[config.mk]
export PLATFORM = sky130hd
export DESIGN_NAME = interrupt_sequencer
export DESIGN_NICKNAME = d
export VERILOG_FILES = /design/src/rtl/interrupt_sequencer.sv
export SDC_FILE = /design/constraint.sdc
export NUM_CORES = 1
export LEC_CHECK = 0
export CAP_MARGIN = 20
export CORE_ASPECT_RATIO = 1.1
export CORE_MARGIN = 2
export CORE_UTILIZATION = 55
export CTS_CLUSTER_DIAMETER = 120
export CTS_CLUSTER_SIZE = 16
export DETAILED_ROUTE_END_ITERATION = 6
export DONT_BUFFER_PORTS = 1
export GPL_TIMING_DRIVEN = 0
export PLACE_DENSITY_LB_ADDON = 0.25
export SETUP_SLACK_MARGIN = 0.5
export SKIP_CTS_REPAIR_TIMING = 1
export SLEW_MARGIN = 20
export SYNTH_ARGS = -nofsm -noshare
export SYNTH_HDL_FRONTEND = slang
export SYNTH_SLANG_ARGS = --single-unit
[constraint.sdc]
create_clock -name clk -period 1.8 [get_ports clk]
set_input_delay 0.45 -clock clk [delete_from_list [all_inputs] [get_ports clk]]
set_output_delay 0.45 -clock clk [all_outputs]
set_load 0.1 [all_outputs]
[src/rtl/interrupt_sequencer.sv]
// Interrupt entry sequencer: priority-arbitrates masked flags, then pushes PC,
// loads the vector, clears the serviced flag and SREG I.
module interrupt_sequencer #(
    parameter int unsigned NUM_SRC    = 8,
    parameter logic [13:0] VEC_BASE   = 14'h002,
    parameter int unsigned VEC_STRIDE = 2
) (
    input  logic               clk,
    input  logic               reset,
    input  logic [NUM_SRC-1:0] irq_flag,
    input  logic [NUM_SRC-1:0] irq_mask,
    input  logic               global_ie,
    input  logic               instr_boundary,
    input  logic               reti_done,
    input  logic               mem_ready,
    output logic               core_hold,
    output logic               push_pcl,
    output logic               push_pch,
    output logic               pc_load,
    output logic [13:0]        vector_addr,
    output logic [NUM_SRC-1:0] flag_clear,
    output logic               clear_i,
    output logic               in_service
);

    localparam int unsigned IDXW = (NUM_SRC > 1) ? $clog2(NUM_SRC) : 1;

    typedef enum logic [1:0] {
        S_IDLE,
        S_PUSH_L,
        S_PUSH_H,
        S_VECTOR
    } state_t;

    state_t            r_state;
    state_t            w_next;
    logic [IDXW-1:0]   r_idx;
    logic [13:0]       r_vec;
    logic              r_skip_one;
    logic              r_in_service;
    logic [NUM_SRC-1:0] w_pending;
    logic [IDXW-1:0]   w_win_idx;
    logic              w_enter;

    assign w_pending = irq_flag & irq_mask;

    // Scan from the top so the lowest set index is the final assignment.
    always_comb begin
        w_win_idx = '0;
        for (int unsigned i = NUM_SRC; i > 0; i--) begin
            if (w_pending[i-1]) w_win_idx = IDXW'(i - 1);
        end
    end

    // A RETI boundary never admits an entry, even before skip_one is visible.
    assign w_enter = (r_state == S_IDLE) & instr_boundary & global_ie &
                     (|w_pending) & ~r_skip_one & ~reti_done;

    always_ff @(posedge clk) begin
        if (reset) r_state <= S_IDLE;
        else       r_state <= w_next;
    end

    always_comb begin
        w_next = r_state;
        case (r_state)
            S_IDLE:   if (w_enter)   w_next = S_PUSH_L;
            S_PUSH_L: if (mem_ready) w_next = S_PUSH_H;
            S_PUSH_H: if (mem_ready) w_next = S_VECTOR;
            S_VECTOR:                w_next = S_IDLE;
            default:                 w_next = S_IDLE;
        endcase
    end

    always_comb begin
        core_hold  = 1'b0;
        push_pcl   = 1'b0;
        push_pch   = 1'b0;
        pc_load    = 1'b0;
        clear_i    = 1'b0;
        flag_clear = '0;
        case (r_state)
            S_PUSH_L: begin
                core_hold = 1'b1;
                push_pcl  = 1'b1;
            end
            S_PUSH_H: begin
                core_hold = 1'b1;
                push_pch  = 1'b1;
            end
            S_VECTOR: begin
                core_hold  = 1'b1;
                pc_load    = 1'b1;
                clear_i    = 1'b1;
                flag_clear = NUM_SRC'(1) << r_idx;
            end
            default: ;
        endcase
    end

    assign vector_addr = r_vec;
    assign in_service  = r_in_service;

    always_ff @(posedge clk) begin
        if (reset) begin
            r_idx        <= '0;
            r_vec        <= '0;
            r_skip_one   <= 1'b0;
            r_in_service <= 1'b0;
        end else begin
            if (w_enter) r_idx <= w_win_idx;
            // Vector is captured on entry to VECTOR and then held until the next one.
            if (r_state == S_PUSH_H && mem_ready)
                r_vec <= VEC_BASE + 14'(VEC_STRIDE * 32'(r_idx));
            if (reti_done)           r_skip_one <= 1'b1;
            else if (instr_boundary) r_skip_one <= 1'b0;
            if (r_state == S_VECTOR) r_in_service <= 1'b1;
            else if (reti_done)      r_in_service <= 1'b0;
        end
    end

endmodule

==> results.md, run 1 <==
| Quantity | This run |
|:---|:---|
| Transition time of the tightest slew-check pin | 0.533 ns |
| Placed standard-cell area | 1060 um2 |
| Class of the most critical hold timing path | primary input to register |
| Largest net degree at the start of global routing | 11 |
| Post-synthesis instance area | 903 um2 |
| Clock Latency Late Sink | 0.28 ns |
| Fraction of the yosys area taken by sequential cells | 24.4% |
| Average vias per placed instance | 5.54 |
| CTS tree | built |
| Setup repair after global routing missed its margin | yes |
| Worst setup margin | -0.263 ns |
| First-pass GRT wire length | 2.91 mm |
| CP max stage delay | 0.37 ns |
| Relative slew slack | 64.4% |
| Shortest clock period the worst path allows after layout | 2.06 ns |
| Effective utilization at floorplan | 58.0% |
| Die area | 1980 um2 |
| Final Cycle Share | 115% |
| Final HPWL DP | 1.52 mm |
| Area of the core region | 1560 um2 |
| Vias in the first global route | 699 |
| Register clock-pin slew on the reported worst setup and hold paths | 0.08 ns |
| Setup crit end kind | output port |
| Number of sinks handled by clock tree synthesis | 11 |
| Routed wire length | 2.01 mm |
| MaxCap Viol Count | 0 |
| Number of pins exceeding their max-slew limit in the final report | 0 |
| Antenna violations before repair | 0 |
| Buffers added on ports | 0 |
| Top library cells by usage in the layout, fill and taps aside | 15 x sky130_fd_sc_hd__buf_4, 10 x sky130_fd_sc_hd__conb_1, 7 x sky130_fd_sc_hd__nand2_1, 7 x sky130_fd_sc_hd__ha_1, 7 x sky130_fd_sc_hd__dfxtp_4 |
| Post-Syn Area per Cell | 8.94 um2 |
| Critical path startpoint category | register |
| Vias after detailed routing | 764 |
| Layout Utilization | 76.8% |
| Static power due to leakage | 0.505 nW |
| Count of unique library cells instantiated by Yosys | 31 |
| Final hold vios | 0 |
| Global routing usage summed across all routing layers | 19.5% |
| Die Y | 46.5 um |
| Average detailed-routed wire length per instance | 14.6 um |
| Number of instances in the synthesized netlist | 101 |
| CP max FO | 7 |
| Residual DRC | 0 |
| Setup violators final | 12 |
| Status | finished with violations |
| Post-layout net count | 155 |
| Die X-Extent | 42.6 um |
| Clock root cell | sky130_fd_sc_hd__clkbuf_4 |
| Ys Warns | 0 |
| Violated checks | negative setup slack |
| Clock tree skew after final layout | 0.0114 ns |
| Count of TritonRoute iterations in the first routing pass | 5 |
| Post-route total power | 1.47 mW |
| TritonCTS buffer count | 3 |
| Setup CP Type | register to output port |
| Data arrival, critical path | 1.61 ns |
| Share of final-layout standard cells stronger than drive strength 1 | 47.9% |
| Power per standard cell area | 1230 nW/um2 |
| Maximum clock rate | 0.485 GHz |
| IO Count | 50 |
| Req. time, crit path | 1.35 ns |
| Maximum root-to-sink buffer count | 2 |
| Area growth, synth to finish | 32.4% |
| Number of antenna-violating nets in the routed design | 0 |
| Slowest cell on the critical path | sky130_fd_sc_hd__dfxtp_4 |
| Number of storage elements in the synthesis netlist | 11 |
| Total overflow reported by the global router | 0 |
| H-tree levels | 1 |
| Critical path cell sequence | ha_4 > nor2b_4 > and2_4 |
| Most frequent standard cell in the layout excluding fill and tap cells | sky130_fd_sc_hd__buf_4 |
| # rows | 15 |
| Initial drt markers | 17 |
| Peak supply drop | 1.38 mV |
| Cell area after layout | 1200 um2 |
| Weighted congestion at the end of routability-driven global placement | 0.740 |
| Antenna cell count | 0 |
| Setup TNS | -2.08 ns |
-- registers in the layout, indices dropped and copies added, names as in the netlist --
signal / count
r_state: 2
vector_addr: 4
in_service: 1
r_skip_one: 1
r_idx: 3
-- synthesized netlist by cell type, drive strengths merged --
cell | instances | area, um2
o22ai | 1 | 12.5
and2 | 7 | 45.1
nand2 | 7 | 26.3
a32o | 2 | 20.0
inv | 7 | 26.3
dfxtp | 11 | 220
nand2b | 4 | 25.0
a21o | 2 | 15.0
conb | 1 | 3.75
a31oi | 1 | 6.26
a2111oi | 1 | 27.5
nor3 | 1 | 5.00
ha | 11 | 138
nand4 | 1 | 6.26
nor2 | 6 | 22.5
buf | 12 | 93.8
o21ai | 1 | 5.00
a21oi | 6 | 30.0
and3 | 3 | 18.8
clkbuf | 1 | 5.00
a22oi | 4 | 50.1
a211oi | 4 | 35.0
nor2b | 1 | 6.26
o41ai | 1 | 8.76
and4 | 1 | 11.3
or2b | 1 | 7.51
and4bb | 1 | 12.5
mux2i | 2 | 20.0
-- final timing paths --
kind / endpoint / start / depth (start not counted) / slack (ns)
min: r_skip_one$_SDFFE_PP0P_ / reti_done / 2 / 0.33
max: flag_clear[1] / r_state[1]$_SDFFE_PP0P_ / 3 / -0.26
min reg2reg: r_skip_one$_SDFFE_PP0P_ / r_skip_one$_SDFFE_PP0P_ / 2 / 0.48
max reg2reg: r_state[0]$_SDFFE_PP0P_ / r_state[1]$_SDFFE_PP0P_ / 7 / -0.18
-- report_power, final --
part	switching [mW]	internal [mW]	leakage [nW]
logic	0.632	0.304	0.395
registers	0.0817	0.280	0.0953
clock network	0.0880	0.0860	0.0150
-- layer usage --
metal	global-route usage, %	vias up	wire length (um)
met5	0	-	0
met4	9.38	0	36
met3	5.49	6	147
met2	38.5	35	1130
met1	18.5	351	695
li1	-	372	-
-- critical path: cells and delay by family, from the launching register on --
family,cells,cell delay [ns]
simple gates,2,0.58
flops,1,0.37
fa+ha+maj,1,0.37
-- final cells by class --
type	instances	area, um2
Buffer	13	111
Inverter	7	32.5
Fill cell	114	362
Tap cell	17	21.3
Multi-Input combinational cell	79	697
Timing Repair Buffer	7	60.1
Clock buffer	4	26.3
Sequential cell	11	248
-- through the flow --
step                hold slack, ns  setup WS (ns)  cells
detailed placement           0.469         -0.117    127
global route                 0.325         -0.310    138
finish                       0.332         -0.263    138
floorplan                    0.443         0.0226    110
CTS                          0.334         -0.339    131
global placement             0.457        -0.0496    127
-- cell families after synthesis --
kind of cell / Yosys count / share of synthesized area [%]
compound gates: 23 / 23.3
other cells: 1 / 0.415
fa+ha+maj: 11 / 15.2
buf+inv: 20 / 13.9
flops: 11 / 24.4
mux: 2 / 2.22
simple gates: 33 / 20.6
Power figures use the tool's default switching activity.
==> inputs of run 2 (changes only) <==
--- a/config.mk
+++ b/config.mk
@@ -5,7 +5,6 @@
 export SDC_FILE = /design/constraint.sdc
 export NUM_CORES = 1
 export LEC_CHECK = 0
-export CAP_MARGIN = 20
 export CORE_ASPECT_RATIO = 1.1
 export CORE_MARGIN = 2
 export CORE_UTILIZATION = 55
==> results of run 2 <==
Final layout, timing and power as in run 1 (identical DEF).
==> inputs of run 3 (changes only) <==
--- a/config.mk
+++ b/config.mk
@@ -5,8 +5,8 @@
 export SDC_FILE = /design/constraint.sdc
 export NUM_CORES = 1
 export LEC_CHECK = 0
+export CAP_MARGIN = 40
 export CORE_ASPECT_RATIO = 1.1
-export CORE_MARGIN = 2
 export CORE_UTILIZATION = 55
 export CTS_CLUSTER_DIAMETER = 120
 export CTS_CLUSTER_SIZE = 16
@@ -14,6 +14,7 @@
 export DONT_BUFFER_PORTS = 1
 export GPL_TIMING_DRIVEN = 0
 export PLACE_DENSITY_LB_ADDON = 0.25
+export RECOVER_POWER = 50
 export SETUP_SLACK_MARGIN = 0.5
 export SKIP_CTS_REPAIR_TIMING = 1
 export SLEW_MARGIN = 20
==> results.md, run 3 (same netlist as run 1, synthesis figures left out) <==
| Quantity | This run | Delta |
|:---|:---|:---|
| Maximum clock rate | 0.483 GHz | -0.37% |
| Largest net degree at the start of global routing | 11 | unchanged |
| Shortest clock period the worst path allows after layout | 2.07 ns | +0.00761 ns |
| Average detailed-routed wire length per instance | 16.9 um | +16% |
| Final HPWL DP | 1.38 mm | -9.1% |
| Status | finished with violations |  |
| Slowest cell on the critical path | sky130_fd_sc_hd__dfxtp_4 |  |
| Class of the most critical hold timing path | primary input to register |  |
| Worst hold-check slack | 0.331 ns | -0.00107 ns |
| Hold_sp | reti_done |  |
| Die X-Extent | 40.6 um | -4.7% |
| Critical path cell sequence | ha_4 > buf_2 > and2_4 |  |
| CP max stage delay | 0.38 ns | about the same |
| Residual DRC | 0 | unchanged |
| Power per standard cell area | 1240 nW/um2 | +0.61% |
| Post-route total power | 1.50 mW | +2.2% |
| Clock root cell | sky130_fd_sc_hd__clkbuf_4 |  |
| Hold path endpoint | r_skip_one$_SDFFE_PP0P_ |  |
| Data arrival, critical path | 1.62 ns | about the same |
| Critical register-to-register path endpoint | r_state[1]$_SDFFE_PP0P_ |  |
| # rows | 14 | -1 |
| Number of antenna-violating nets in the routed design | 0 | unchanged |
| IO Count | 50 | unchanged |
| Vias in the first global route | 678 | -3.0% |
| Critical path startpoint category | register |  |
| Most frequent standard cell in the layout excluding fill and tap cells | sky130_fd_sc_hd__buf_4 |  |
| Total overflow reported by the global router | 0 | unchanged |
| Worst setup margin | -0.271 ns | -0.00761 ns |
| Fill cells | 87 | -24% |
| Final Cycle Share | 115% | +0.42 points |
| Final hold vios | 0 | unchanged |
| Die Y | 44.5 um | -4.3% |
| CTS tree | built |  |
| Post-layout net count | 153 | -1.3% |
| Initial drt markers | 26 | +9 |
| Vias after detailed routing | 794 | +3.9% |
| Post-placement cell count | 126 | -0.79% |
| Violated checks | negative setup slack |  |
| Setup violators final | 14 | +2 |
| Weighted congestion at the end of routability-driven global placement | 0.777 | +4.9% |
| CP max FO | 7 | unchanged |
| Area growth, synth to finish | 34.5% |  |
| Number of sinks handled by clock tree synthesis | 11 | unchanged |
| Count of TritonRoute iterations in the first routing pass | 4 | -1 |
| Routed wire length | 2.28 mm | +13% |
| MaxCap Viol Count | 0 | unchanged |
| R2R Path Start | r_state[1]$_SDFFE_PP0P_ |  |
| Number of cells in the finished layout apart from fillers | 135 | -2.2% |
| First-pass GRT wire length | 2.68 mm | -7.8% |
| H-tree levels | 1 | unchanged |
| Kind of cell adding the most delay to the critical path | flip-flops |  |
| Area of the core region | 1450 um2 | -6.7% |
| Setup repair after global routing missed its margin | yes |  |
| Req. time, crit path | 1.35 ns | about the same |
| Top library cells by usage in the layout, fill and taps aside | 12 x sky130_fd_sc_hd__buf_4, 10 x sky130_fd_sc_hd__conb_1, 7 x sky130_fd_sc_hd__and2_4, 7 x sky130_fd_sc_hd__ha_1, 7 x sky130_fd_sc_hd__dfxtp_4 |  |
| Critical path buffer and inverter count | 1 | +1 |
| Transition time of the tightest slew-check pin | 0.536 ns | +0.00350 ns |
| Setup CP Type | register to output port |  |
| Global routing usage summed across all routing layers | 21.7% | +2.2 points |
| R2R cell count | 7 | unchanged |
| Clock tree skew after final layout | 0.00359 ns | -0.00781 ns |
| Setup crit end kind | output port |  |
| Max FFs per register | 4 | unchanged |
| Layout Utilization | 83.6% | +6.8 points |
| Maximum root-to-sink buffer count | 2 | unchanged |
| Peak supply drop | 1.42 mV | +3.1% |
| Buffers added on ports | 0 | unchanged |
| Antenna violations before repair | 0 | unchanged |
| TritonCTS buffer count | 3 | unchanged |
| Number of cells on the worst hold path | 2 | unchanged |
| Antenna cell count | 0 | unchanged |
| Die area | 1810 um2 | -8.8% |
| Number of pins exceeding their max-slew limit in the final report | 0 | unchanged |
| Effective utilization at floorplan | 62.1% | +4.1 points |
| Register clock-pin slew on the reported worst setup and hold paths | 0.08 ns | about the same |
| Share of final-layout standard cells stronger than drive strength 1 | 52.1% | +4.2 points |
| Static power due to leakage | 0.508 nW | +0.68% |
| Average vias per placed instance | 5.88 | +6.2% |
| Worst-case register-to-register setup slack | -0.16 ns | +0.02 ns |
| Relative slew slack | 64.3% | -0.16 points |
| Clock Latency Late Sink | 0.28 ns | about the same |
==> run 3: cell types whose count changed in the layout (fill, tap and decap cells not counted), sizes merged <==
cell and change:
buf -2
==> run 3: layout make-up <==
class                   count  area [um2]  area share (%)
well taps                  16        20.0            1.65
multi-input cells          79         721            59.3
repair buffers              5        42.5            3.50
plain buffers              13         121            9.99
inverters                   7        37.5            3.09
flip-flops and latches     11         246            20.3
clock buffers               4        26.3            2.16
==> run 3: how the worst max path moves through the flow <==
stage                             from                 endpoint  cells past startpoint
2_1_floorplan  r_state[0]$_SDFFE_PP0P_  r_state[1]$_SDFFE_PP0P_                      6
3_3_place_gp   r_state[1]$_SDFFE_PP0P_  r_state[1]$_SDFFE_PP0P_                      6
3_5_place_dp   r_state[0]$_SDFFE_PP0P_  r_state[1]$_SDFFE_PP0P_                      6
4_1_cts        r_state[1]$_SDFFE_PP0P_            flag_clear[0]                      3
5_1_grt        r_state[0]$_SDFFE_PP0P_            flag_clear[0]                      3
6_report       r_state[1]$_SDFFE_PP0P_            flag_clear[7]                      3
==> run 3: report_power, final <==
| group | total, mW | switching, mW | internal (mW) |
|---|---|---|---|
| Sequential | 0.367 | 0.0874 | 0.280 |
| Clock | 0.185 | 0.0991 | 0.0861 |
| Combinational | 0.952 | 0.638 | 0.313 |
==> run 3: worst register-to-register path, delay by kind of cell (launching register included) <==
kind | cells | cell delay (ns)
buffers and inverters | 3 | 0.65
AOI/OAI and AO/OA | 2 | 0.56
DFF | 1 | 0.37
muxes | 1 | 0.18
adders and majority gates | 1 | 0.14
==> run 3: metal layers <==
| metal | GRT usage (%) | part of all wire, % | up-vias |
|---|---|---|---|
| met2 | 36.2 | 52 | 51 |
| met4 | 12.7 | 4.1 | 0 |
| li1 | - | - | 370 |
| met1 | 24.5 | 35 | 361 |
| met5 | 0 | 0 | - |
| met3 | 4.02 | 9.1 | 12 |
==> run 3: metrics by stage <==
step,cell area [um2],setup slack [ns],setup TNS [ns]
2_1_floorplan,1030,0.0226,0
3_3_place_gp,1050,-0.0483,-0.0558
3_5_place_dp,1050,-0.0938,-0.220
4_1_cts,1080,-0.336,-2.16
5_1_grt,1210,-0.318,-2.71
6_report,1210,-0.271,-2.18
